===== src/rtl/glyph_raster_pkg.sv =====
// Shared display package for the glyph rasterizer.
// Holds the default glyph geometry, the screen size, the pixel coordinate
// width, and a helper that computes a pixel's offset from a glyph origin.
package glyph_raster_pkg;

    localparam int COORD_W  = 10;
    localparam int SCREEN_W = 1024;
    localparam int SCREEN_H = 1024;
    localparam int GLYPH_W  = 5;
    localparam int GLYPH_H  = 5;

    // One bit wider than a coordinate. A pixel left of or above the origin
    // gives a result of 1024 or more, so it can never fall inside the glyph
    // window. This is what clips a glyph at column/row 1023 instead of
    // letting it wrap to column/row 0.
    localparam int OFF_W = COORD_W + 1;
    localparam int ROW_W = 3;

    function automatic logic [OFF_W-1:0] coord_offset(
        input logic [COORD_W-1:0] pix,
        input logic [COORD_W-1:0] org
    );
        return {1'b0, pix} - {1'b0, org};
    endfunction

endpackage


===== src/rtl/blink_timer.sv =====
// Blink frame counter for the glyph rasterizer.
// Ports:
//   clk, reset   single clock; synchronous active-high reset
//   frame_start  one-cycle pulse at the start of each frame
//   blink_en     enable blinking
//   visible      glyph visibility; changes only at frame_start, except that
//                dropping blink_en forces it to 1 on the next cycle
module blink_timer #(
    parameter int BLINK_FRAMES = 32
) (
    input  logic clk,
    input  logic reset,
    input  logic frame_start,
    input  logic blink_en,
    output logic visible
);

    localparam int CNT_W = (BLINK_FRAMES > 1) ? $clog2(BLINK_FRAMES) : 1;
    localparam logic [CNT_W-1:0] CNT_LAST =
        CNT_W'((BLINK_FRAMES > 0) ? BLINK_FRAMES - 1 : 0);
    localparam bit BLINK_ON = (BLINK_FRAMES > 0);

    logic [CNT_W-1:0] cnt_q, cnt_d;
    logic             visible_q, visible_d;

    always_comb begin
        cnt_d     = cnt_q;
        visible_d = visible_q;
        if (!BLINK_ON || !blink_en) begin
            cnt_d     = '0;
            visible_d = 1'b1;
        end else if (frame_start) begin
            if (cnt_q == CNT_LAST) begin
                cnt_d     = '0;
                visible_d = !visible_q;
            end else begin
                cnt_d = cnt_q + 1'b1;
            end
        end
    end

    always_ff @(posedge clk) begin
        if (reset) begin
            cnt_q     <= '0;
            visible_q <= 1'b1;
        end else begin
            cnt_q     <= cnt_d;
            visible_q <= visible_d;
        end
    end

    assign visible = visible_q;

endmodule


===== src/rtl/glyph_raster.sv =====
// Glyph rasterizer: overlays a GLYPH_W x GLYPH_H glyph at a programmable
// screen position. The glyph can optionally blink.
// Ports:
//   clk, reset           single clock; synchronous active-high reset
//   pix_x, pix_y         current pixel, qualified by pix_valid
//   frame_start          one-cycle pulse at the start of each frame
//   pos_x, pos_y         requested glyph origin, captured by pos_load
//   blink_en             enable blinking
//   rom_row / rom_code   external row-code lookup; rom_code is combinational
//                        and bit GLYPH_W-1 is the leftmost pixel
//   pix_on, pix_on_valid result for the pixel presented 2 cycles earlier
module glyph_raster #(
    parameter int GLYPH_W      = glyph_raster_pkg::GLYPH_W,
    parameter int GLYPH_H      = glyph_raster_pkg::GLYPH_H,
    parameter int BLINK_FRAMES = 32
) (
    input  logic                                 clk,
    input  logic                                 reset,
    input  logic [glyph_raster_pkg::COORD_W-1:0] pix_x,
    input  logic [glyph_raster_pkg::COORD_W-1:0] pix_y,
    input  logic                                 pix_valid,
    input  logic                                 frame_start,
    input  logic [glyph_raster_pkg::COORD_W-1:0] pos_x,
    input  logic [glyph_raster_pkg::COORD_W-1:0] pos_y,
    input  logic                                 pos_load,
    input  logic                                 blink_en,
    output logic [glyph_raster_pkg::ROW_W-1:0]   rom_row,
    input  logic [GLYPH_W-1:0]                   rom_code,
    output logic                                 pix_on,
    output logic                                 pix_on_valid
);

    import glyph_raster_pkg::*;

    logic [COORD_W-1:0] pend_x_q, pend_x_d, pend_y_q, pend_y_d;
    logic [COORD_W-1:0] act_x_q, act_x_d, act_y_q, act_y_d;
    logic               hit_q, hit_d, s1_valid_q, s1_valid_d;
    logic [ROW_W-1:0]   dx_q, dx_d, dy_q, dy_d;
    logic               pix_on_q, pix_on_d, pix_on_valid_q, pix_on_valid_d;
    logic [OFF_W-1:0]   off_x, off_y;
    logic               code_bit;
    logic               visible;

    blink_timer #(
        .BLINK_FRAMES(BLINK_FRAMES)
    ) u_blink_timer (
        .clk        (clk),
        .reset      (reset),
        .frame_start(frame_start),
        .blink_en   (blink_en),
        .visible    (visible)
    );

    always_comb begin
        pend_x_d = pend_x_q;
        pend_y_d = pend_y_q;
        act_x_d  = act_x_q;
        act_y_d  = act_y_q;
        if (pos_load) begin
            pend_x_d = pos_x;
            pend_y_d = pos_y;
        end
        // Take the active position from pend_*_d, not pend_*_q. A load in
        // the same cycle as frame_start then takes effect at that frame.
        if (frame_start) begin
            act_x_d = pend_x_d;
            act_y_d = pend_y_d;
        end

        // Stage 1: window test against the active origin.
        off_x      = coord_offset(pix_x, act_x_q);
        off_y      = coord_offset(pix_y, act_y_q);
        hit_d      = pix_valid && (off_x < OFF_W'(GLYPH_W)) && (off_y < OFF_W'(GLYPH_H));
        dx_d       = off_x[ROW_W-1:0];
        dy_d       = off_y[ROW_W-1:0];
        s1_valid_d = pix_valid;

        // Stage 2: pick the column bit. Bit GLYPH_W-1 is dx = 0.
        code_bit = 1'b0;
        for (int i = 0; i < GLYPH_W; i++) begin
            if (dx_q == ROW_W'(GLYPH_W - 1 - i)) begin
                code_bit = rom_code[i];
            end
        end
        pix_on_d       = hit_q && visible && code_bit;
        pix_on_valid_d = s1_valid_q;
    end

    always_ff @(posedge clk) begin
        if (reset) begin
            pend_x_q       <= '0;
            pend_y_q       <= '0;
            act_x_q        <= '0;
            act_y_q        <= '0;
            hit_q          <= 1'b0;
            s1_valid_q     <= 1'b0;
            dx_q           <= '0;
            dy_q           <= '0;
            pix_on_q       <= 1'b0;
            pix_on_valid_q <= 1'b0;
        end else begin
            pend_x_q       <= pend_x_d;
            pend_y_q       <= pend_y_d;
            act_x_q        <= act_x_d;
            act_y_q        <= act_y_d;
            hit_q          <= hit_d;
            s1_valid_q     <= s1_valid_d;
            dx_q           <= dx_d;
            dy_q           <= dy_d;
            pix_on_q       <= pix_on_d;
            pix_on_valid_q <= pix_on_valid_d;
        end
    end

    assign rom_row      = hit_q ? dy_q : '0;
    assign pix_on       = pix_on_q;
    assign pix_on_valid = pix_on_valid_q;

endmodule


===== config.mk =====
export PLATFORM = sky130hd
export DESIGN_NAME = glyph_raster
export DESIGN_NICKNAME = d
export VERILOG_FILES = /design/src/rtl/glyph_raster_pkg.sv /design/src/rtl/blink_timer.sv /design/src/rtl/glyph_raster.sv
export SDC_FILE = /design/constraint.sdc
export NUM_CORES = 1
export LEC_CHECK = 0
export CORE_ASPECT_RATIO = 0.75
export CORE_UTILIZATION = 52
export CTS_CLUSTER_DIAMETER = 150
export DETAILED_ROUTE_END_ITERATION = 10
export PLACE_DENSITY = 0.8
export SLEW_MARGIN = 20
export SYNTH_ARGS = -nofsm -noshare
export SYNTH_HDL_FRONTEND = slang
export SYNTH_SLANG_ARGS = --single-unit

===== constraint.sdc =====
create_clock -name clk -period 2.38 [get_ports clk]
set_input_delay 0.476 -clock clk [delete_from_list [all_inputs] [get_ports clk]]
set_output_delay 0.476 -clock clk [all_outputs]
set_load 0.1 [all_outputs]

==> metrics.txt <==
Slew @ Worst Pin=486 ps; WS Path Type=in2reg; final hold violation count=0; drt wl/cell=15.1 um; Largest stage delay, worst path=370 ps; crit path DAT=2560 ps; I/O Buffers=55; most frequent CP cell=nand4_1; syn nets=419; Slew headroom=67.6%; number of global-route vias before repair=2568; vias=2742; Total Wirelength=7.61 mm; TritonRoute pass-1 iters=5; # fillers=415; FMAX=0.426 GHz; Worst-path clk slew=100 ps; reg-to-reg slack, setup=90 ps; first-pass GRT wire length=12.4 mm; Cell Chain, Critical Path=dlygate4sd2_1 > inv_1 > ha_2 > fa_2 > buf_6 > xnor2_2 > a2bb2oi_2 > nand4_1 > nor4_2 > nand4_1 > a2111oi_2; syn_area_per_cell=8.77 sq um; hold buffers post-CTS=0; share of flip-flops with an asynchronous set or reset=0%; most common cell after layout, fill and taps aside=nor2_1; post-synthesis sequential area ratio=37.2%; WP data required=2600 ps; DRC viols=0; Vias/cell=5.45; worst hold slack=443 ps; PwrDens=552 nW/um^2; CTS tree=yes; # nets final=502; FP Rows=23; critical-path cell with the highest stage delay=fa_2; Crit. End Element=flip-flop; Period minus WS final=2340 ps; H-tree depth=2; Cells after Synth=344; synth unique cells=50; Finished Layout Cells=503; register bit count reported by yosys=56; Mapped Area=3020 sq um; drt initial violations=166; Longest Clk Path Bufs=2; Clock Skew=5.88 ps; final setup vio count=0; cts bufs inserted=5; fraction of layout cells with a size suffix above 1=16.8%; Clock Sinks=56; Tot GR Track Use=26.0%; commonest non-fill, non-tap cells in the layout=62 x nor2_1, 55 x dfxtp_1, 46 x clkdlybuf4s50_1; core area=5470 sq um; die width=89.9 um; HPWL after DPL=5.74 mm; Max Cap Viol=0; initial core utilization=55.1%; Hold WC Path Type=reg2reg; Slew Limit Fails=0; Lkg Pwr=1.73 nW; total gr overflow=0; Ports=56; startpoint types=input pin; critical path fanouts, max=3; Synth Flop Type=dfxtp_1; Final period util=98.5%; clk_lat worst skew=320 ps; Die ar.=6110 sq um; CTS root buf=clkbuf_8; Routed Antenna Nets=0; GPL Wtd Cong=0.969; Die Y=68.0 um; largest net degree at the start of global routing=50; number of synthesized flops with an enable pin=0; VDD IR max=0.000584 V; initial antenna violation count=0; Placed Cells=493; n_diodes=0; Finished Core Util=73.8%; P&R area growth vs syn=33.9%; status=finished, final reports clean; yosys warns=0
==> power by group <==
group	internal (mW)	switching, mW	leakage (nW)
clock	0.210	0.322	0.0445
combinational	0.344	0.332	1.22
sequential	0.994	0.0270	0.463
total	1.55	0.682	1.73
==> cells by family (layout without fill, tap and decap cells) <==
family / after synthesis / count (layout) / synth area share [%]
adders and majority gates: 24 / 24 / 10.5
buffers and inverters: 41 / 125 / 5.23
AOI/OAI and AO/OA: 75 / 75 / 17.5
DFF: 56 / 56 / 37.2
muxes: 28 / 28 / 9.71
and+or+nand+nor: 113 / 113 / 17.9
xor gates and xnor gates: 7 / 7 / 2.03
==> metal layers <==
metal	share of wire (%)	global-route usage [%]	wire length, um	up-vias
met4	1.3	9.07	99	0
met2	42	40.0	3200	106
met3	7.1	5.33	538	8
li1	-	-	-	1382
met5	0	0	0	-
met1	50	36.5	3770	1246
==> worst max-delay path: cells and delay by family <==
| kind | cells | cell delay (ps) |
|---|---|---|
| adder cells (fa/ha/maj) | 2 | 560 |
| buffers and inverters | 3 | 370 |
| AND/OR/NAND/NOR | 3 | 550 |
| XOR/XNOR | 1 | 140 |
| AO/OA/AOI/OAI | 2 | 470 |
==> repair_timing <==
action | CTS | global route
buffers inserted | 2 | 0
cloned | 0 | 0
pin swaps | 8 | 13
endpoints found under the setup margin | 1 | 1
gates resized for setup | 8 | 15
==> synth_stat cells (3+ instances only) <==
master / number / area share [%]
buf_1: 4 / 0.50
nor3b_1: 3 / 0.75
mux2i_1: 27 / 9.0
nor3_1: 4 / 0.66
nor2b_1: 7 / 1.5
nor2_1: 62 / 7.7
clkbuf_1: 7 / 0.87
inv_1: 27 / 3.4
nand2_1: 11 / 1.4
nand4_1: 4 / 0.83
o21ai_0: 6 / 1.0
a211oi_1: 24 / 6.0
dfxtp_1: 56 / 37
a31oi_1: 3 / 0.62
and2_1: 3 / 0.62
xnor2_1: 5 / 1.5
ha_1: 22 / 9.1
o22ai_1: 3 / 0.62
nand2b_1: 6 / 1.2
a21oi_1: 17 / 2.8
==> per-stage QoR <==
step	instance area (sq um)	power (mW)	worst slack, ps	setup TNS, ps
2_1_floorplan	3020	1.41	164	0
3_3_place_gp	3850	1.65	-411	-411
3_5_place_dp	3850	1.67	-487	-487
4_1_cts	3980	2.20	9.54	0
5_1_grt	4040	2.35	-18.9	-18.9
6_report	4040	2.23	35.2	0
==> area by class of cell <==
type	count	area, sq um	share of cell area [%]
Multi-Input combinational cell	247	1810	44.7
Sequential cell	56	1120	27.8
Timing Repair Buffer	90	823	20.4
Inverter	27	101	2.51
Tap cell	75	93.8	2.32
Clock buffer	5	68.8	1.70
Clock inverter	3	21.3	0.527
==> sequential cells by signal (all words and copies together), names as in the netlist <==
register,flops
pix_on,1
pix_on_valid,1
dx_q,3
pend_y_q,10
u_blink_timer.visible,1
hit_q,1
act_y_q,10
dy_q,3
pend_x_q,10
pix_on_valid_d,1
u_blink_timer.cnt_q,5
act_x_q,10
==> worst paths after layout <==
check | start | end | cells after the start
worst max-delay path | pix_y[0] | hit_q$_SDFF_PP0_ | 11
worst min-delay path | pix_on_valid_d$_SDFF_PP0_ | pix_on_valid$_SDFF_PP0_ | 1
worst max register to register | act_x_q[0]$_SDFFE_PP0P_ | hit_q$_SDFF_PP0_ | 8
worst min register to register | pix_on_valid_d$_SDFF_PP0_ | pix_on_valid$_SDFF_PP0_ | 1
Power figures use the tool's default switching activity.
